===== src/rtl/xex_arbiter.sv =====
// Two-requester round-robin front end for one shared xexaes256 engine: accept, issue, wait under watchdog, respond.
// Issue one cycle after accept. Response from the cycle after the engine strobe. One job in flight; no new grant until the response handshake.
module xex_arbiter #(
  parameter int TIMEOUT = 1023,
  parameter int TO_W    = 16
) (
  input  logic         clk,
  input  logic         n_rst,
  input  logic         a_req_valid,
  output logic         a_req_ready,
  input  logic [1:0]   a_mode,
  input  logic [127:0] a_sector,
  input  logic [127:0] a_data,
  output logic         a_resp_valid,
  input  logic         a_resp_ready,
  output logic [127:0] a_resp_data,
  output logic         a_resp_err,
  input  logic         b_req_valid,
  output logic         b_req_ready,
  input  logic [1:0]   b_mode,
  input  logic [127:0] b_sector,
  input  logic [127:0] b_data,
  output logic         b_resp_valid,
  input  logic         b_resp_ready,
  output logic [127:0] b_resp_data,
  output logic         b_resp_err,
  output logic         eng_in_rdy,
  output logic [1:0]   eng_mode,
  output logic [127:0] eng_sector,
  output logic [127:0] eng_data_in,
  input  logic         eng_busy,
  input  logic         eng_out_rdy,
  input  logic [127:0] eng_data_out,
  output logic         arb_busy,
  output logic         owner
);

  typedef enum logic [1:0] {S_IDLE, S_ISSUE, S_WAIT, S_RESP} state_t;

  state_t          state, state_nxt;
  logic            rr;
  logic [TO_W-1:0] timer;
  logic            grant_b;
  logic            accept;
  logic            resp_hs;
  logic            timeout_hit;
  logic            wait_done;

  // rr=1 hands a contested grant to B.
  assign grant_b     = b_req_valid & (~a_req_valid | rr);
  assign accept      = (state == S_IDLE) & (a_req_valid | b_req_valid);
  assign resp_hs     = (state == S_RESP) & (owner ? b_resp_ready : a_resp_ready);
  assign timeout_hit = (timer == TO_W'(TIMEOUT));
  assign wait_done   = (state == S_WAIT) & (eng_out_rdy | timeout_hit);

  always_ff @(posedge clk) begin
    if (!n_rst) state <= S_IDLE;
    else        state <= state_nxt;
  end

  always_comb begin
    state_nxt = state;
    case (state)
      S_IDLE:  if (accept)                      state_nxt = S_ISSUE;
      S_ISSUE: if (!eng_busy)                   state_nxt = S_WAIT;
      S_WAIT:  if (eng_out_rdy || timeout_hit)  state_nxt = S_RESP;
      S_RESP:  if (resp_hs)                     state_nxt = S_IDLE;
      default:                                  state_nxt = S_IDLE;
    endcase
  end

  always_comb begin
    a_req_ready  = 1'b0;
    b_req_ready  = 1'b0;
    eng_in_rdy   = 1'b0;
    a_resp_valid = 1'b0;
    b_resp_valid = 1'b0;
    arb_busy     = (state != S_IDLE);
    case (state)
      S_IDLE: begin
        a_req_ready = a_req_valid & ~grant_b;
        b_req_ready = grant_b;
      end
      S_ISSUE: eng_in_rdy = ~eng_busy;
      S_RESP: begin
        a_resp_valid = ~owner;
        b_resp_valid = owner;
      end
      default: ;
    endcase
  end

  always_ff @(posedge clk) begin
    if (!n_rst) begin
      eng_mode    <= '0;
      eng_sector  <= '0;
      eng_data_in <= '0;
      owner       <= 1'b0;
      rr          <= 1'b0;
      timer       <= '0;
      a_resp_data <= '0;
      a_resp_err  <= 1'b0;
      b_resp_data <= '0;
      b_resp_err  <= 1'b0;
    end else begin
      if (accept) begin
        owner       <= grant_b;
        eng_mode    <= grant_b ? b_mode   : a_mode;
        eng_sector  <= grant_b ? b_sector : a_sector;
        eng_data_in <= grant_b ? b_data   : a_data;
      end
      if (state == S_ISSUE)     timer <= '0;
      else if (state == S_WAIT) timer <= timer + TO_W'(1);
      // A real engine result beats a same-cycle timeout.
      if (wait_done) begin
        if (owner) begin
          b_resp_data <= eng_out_rdy ? eng_data_out : '0;
          b_resp_err  <= ~eng_out_rdy;
        end else begin
          a_resp_data <= eng_out_rdy ? eng_data_out : '0;
          a_resp_err  <= ~eng_out_rdy;
        end
      end
      if (resp_hs) rr <= ~owner;
    end
  end

endmodule


===== config.mk =====
export PLATFORM = sky130hd
export DESIGN_NAME = xex_arbiter
export DESIGN_NICKNAME = d
export VERILOG_FILES = /design/src/rtl/xex_arbiter.sv
export SDC_FILE = /design/constraint.sdc
export NUM_CORES = 1
export LEC_CHECK = 0
export BUFFER_PORTS_ARGS = -buffer_cell sky130_fd_sc_hd__buf_2
export CORE_AREA = 3 3 460 462
export DETAILED_ROUTE_END_ITERATION = 8
export DIE_AREA = 0 0 463 465
export MAX_ROUTING_LAYER = met4
export PLACE_DENSITY = 0.3
export SLEW_MARGIN = 15
export SYNTH_ARGS = -nofsm -noshare
export SYNTH_HDL_FRONTEND = slang
export SYNTH_SLANG_ARGS = --single-unit

===== constraint.sdc =====
create_clock -name clk -period 3.4 [get_ports clk]
set_input_delay 0.51 -clock clk [delete_from_list [all_inputs] [get_ports clk]]
set_output_delay 0.51 -clock clk [all_outputs]
set_load 0.02 [all_outputs]

==> impl_metrics.toml <==
[status]
status = "finished clean"

[die]
floorplan.initialDensity = 0.1074
core.rowCount = 167
die_area_mm2 = 0.2153
floorplan.core_area_mm2 = 0.2075
die_w_um = 463
top_level_ports = 1175
die_height_um = 465

[pwr]
power_per_cell_area_mw_per_mm2 = 729.8
psw_mw = 9.656
share_comb_of_total_power = 0.338
peakVddDrop_v = 0.0002818
clockPowerShare = 0.322
seq_power_share = 0.340
switching_share = 0.3924
leakage_power_nw = 15.26
p_int_mw = 14.95

[timing]
number_of_hold_violations_in_the_final_report = 0
finalClockSkew_ns = 0.02398
maxSlewViolCount = 0
max_slew_margin = 0.5495
fmax_mhz = 370.8
setup-violations-final = 0
timing.final.crit_period_ns = 2.697
grt_setup_unrepaired = "false"
fin_tns_setup_ns = 0
post-route-period-util = 0.7932
tightestPinTransition_ns = 0.6570

[setup_path]
startpoint_type = "register"
r2r_setup_slack_ns = 0.70
worstReg2RegEnd = "a_resp_data[94]"
timing.setup.critical_path_class = "reg2reg"
cp-end-kind = "register"
timing.critical_path.from = "timer[0]"
setup.worst_path.end = "a_resp_data[94]"
critPathSlowestCell = "o211a_4"
critical_path_peak_fanout = 19
cp_slowest_stage_delay_ns = 0.52
worstPathArrival_ns = 3.28
series_of_cell_instances_along_the_critical_path = "ha_1, or4b_4, nor4_4, o211a_4, buf_4, mux2i_1"
worstPathRequired_ns = 3.99
timing.reg2reg.worst_path_depth = 6
timing.rr.start = "timer[0]"

[synthesis]
yosys.cell_types.count = 39
yosysWarningCount = 0
post_synth.cell_area_avg_um2 = 9.839
synthTopCellsByArea = "dfxtp_1 48%, mux2i_1 23%, a211oi_1 8.7%"
synth-async-reset-ratio = 0
synthFlopType = "dfxtp_1"
syn-cell-area_mm2 = 0.02229
syn-instance-count = 2265
synth_area_leader_cell = "dfxtp_1"
synth_edf_count = 0
synth.ff_latch_count = 536
postSynthNetCount = 2923
post-synth-top-area-fraction = 0.4815
seq_area_frac_synth = 0.4815

[final_layout]
areaGrowthSynthToFinish_pct = 51.29
layout_commonest_cell = "buf_2"
fin_nets = 4041
layout.cells.most_common_list = "1172 x buf_2, 536 x dfxtp_1, 517 x mux2i_1"
drive_gt1_frac = 0.3993
postLayoutCellArea_mm2 = 0.03372
finish.cell_count_without_fillers = 6232

[routing]
remaining_drc_errors = 0
post_drt_via_cell_ratio = 3.357
avgRoutedWirePerCell_um = 21.32
route.vias.total = 20920
drt-pass1-iter-count = 5
first_iter_violations = 1107
finalWirelength_um = 132900
ant_nets = 0

[place]
placement.io_buffers = 1174
globalplace.congestion = 0.8496
postPlaceCellArea_mm2 = 0.03127
post-place-cells = 6097
detailed_place_hpwl_um = 110000

[clocking]
cts-resized-gates = 0
cts_hold_buf = 0
insertion_delay_ns = 0.66
cts-buffers-inserted = 72
cts_tree = "built"
root_buffer = "clkbuf_16"
cts.sink_count = 536
htree_levels = 3
ctsLongestPathBuffers = 3
clkSlewWorstSetupHoldPaths_ns = 0.06
cts.repair_timing.setup_buffer_count = 0

[run]
drv.max_cap_violation_count = 0

[global_route]
first_global_vias = 21150
grt.overflow.total = 0
grt_first_pass_wirelength_um = 178200
grt_start_max_net_pins = 102
grt_usage = 0.1214
initial_antenna_violation_count = 32

[worst_hold_path]
min-delay-path-class = "in2reg"
## power groups by stage
stage	Combinational, mW	Clock, mW	Sequential (mW)
floorplan	3.05	0	9.90
global placement	8.67	0	8.48
detailed placement	8.67	0	8.51
CTS	8.67	8.33	8.39
global route	8.95	8.55	8.52
finish	8.32	7.92	8.36
## per-layer routing
| metal | global-route usage | vias to the layer above | routed length [µm] |
|---|---|---|---|
| met5 | - | - | 0 |
| met4 | 0.03997 | 0 | 3954 |
| met3 | 0.02919 | 133 | 7981 |
| met2 | 0.2108 | 856 | 66990 |
| met1 | 0.1365 | 9673 | 53930 |
| li1 | - | 10260 | - |
## cells by family (layout without fill, tap and decap cells)
kind of cell / Yosys count / in the layout / synth area share
and+or+nand+nor: 700 / 700 / 0.1295
DFF: 536 / 536 / 0.4815
muxes: 517 / 517 / 0.2322
AOI/OAI and AO/OA: 284 / 284 / 0.09449
buffers and inverters: 214 / 1380 / 0.05575
xor gates and xnor gates: 8 / 8 / 0.003144
adders and majority gates: 6 / 6 / 0.003369
other: 0 / 13 / 0
## flip-flops by register name (all words and copies together), names as in the netlist, 2 cells and up
register	count
a_resp_data	128
b_resp_data	128
eng_data_in	128
eng_sector	128
timer	16
eng_mode	2
state	2
## worst min-delay path by stage
| stage | from | endpoint | slack [ns] | cells after the start |
|---|---|---|---|---|
| after floorplan | state[1] | state[1] | 0.47 | 2 |
| after global placement | b_resp_data[13] | b_resp_data[13] | 0.44 | 2 |
| after detailed placement | a_resp_data[37] | a_resp_data[37] | 0.44 | 2 |
| after CTS | eng_data_out[126] | b_resp_data[126] | 0.03 | 3 |
| after global routing | eng_data_out[108] | a_resp_data[108] | 0.08 | 3 |
| final | eng_data_out[126] | b_resp_data[126] | 0.15 | 3 |
## cell usage after synthesis, types with 2 or more instances
master / number
nor2b_1: 2
dfxtp_1: 536
mux2i_1: 517
buf_8: 2
o21a_1: 2
nor3_1: 3
or3_1: 7
o21ai_1: 6
nor2_1: 275
nand2_1: 264
buf_12: 22
ha_1: 6
buf_6: 2
inv_2: 3
xnor2_1: 5
clkbuf_1: 147
buf_2: 23
buf_1: 5
nand3_1: 134
nand4_1: 6
a21oi_1: 10
xor2_1: 3
inv_1: 6
buf_4: 4
a211oi_1: 258
o211a_1: 4
## critical path: cells and delay by family (launching register included)
family	cells	cell delay (ns)
and+or+nand+nor	2	0.88
DFF	1	0.39
muxes	1	0.21
AOI/OAI and AO/OA	1	0.52
adders and majority gates	1	0.22
buffers and inverters	1	0.33
## layout make-up
cell class	count	area, µm²
clock inverters	22	292.8
repair buffers	1249	6664
fillers	23600	173800
well taps	2788	3488
flip-flops and latches	536	10730
inverters	9	41.29
clock buffers	100	2121
multi-input cells	1515	10350
diodes	13	32.53
## stage by stage
| step | power (mW) | hold WS [ns] | util | worst slack [ns] |
|---|---|---|---|---|
| floorplan | 12.95 | 0.4677 | - | 1.249 |
| global placement | 17.16 | 0.4404 | 0.1507 | 0.7208 |
| detailed placement | 17.18 | 0.4444 | 0.1507 | 0.6751 |
| CTS | 25.40 | 0.02765 | 0.1623 | 0.6296 |
| global route | 26.02 | 0.07649 | 0.1625 | 0.5340 |
| finish | 24.61 | 0.1461 | 0.1625 | 0.7033 |
Power figures use the tool's default switching activity.
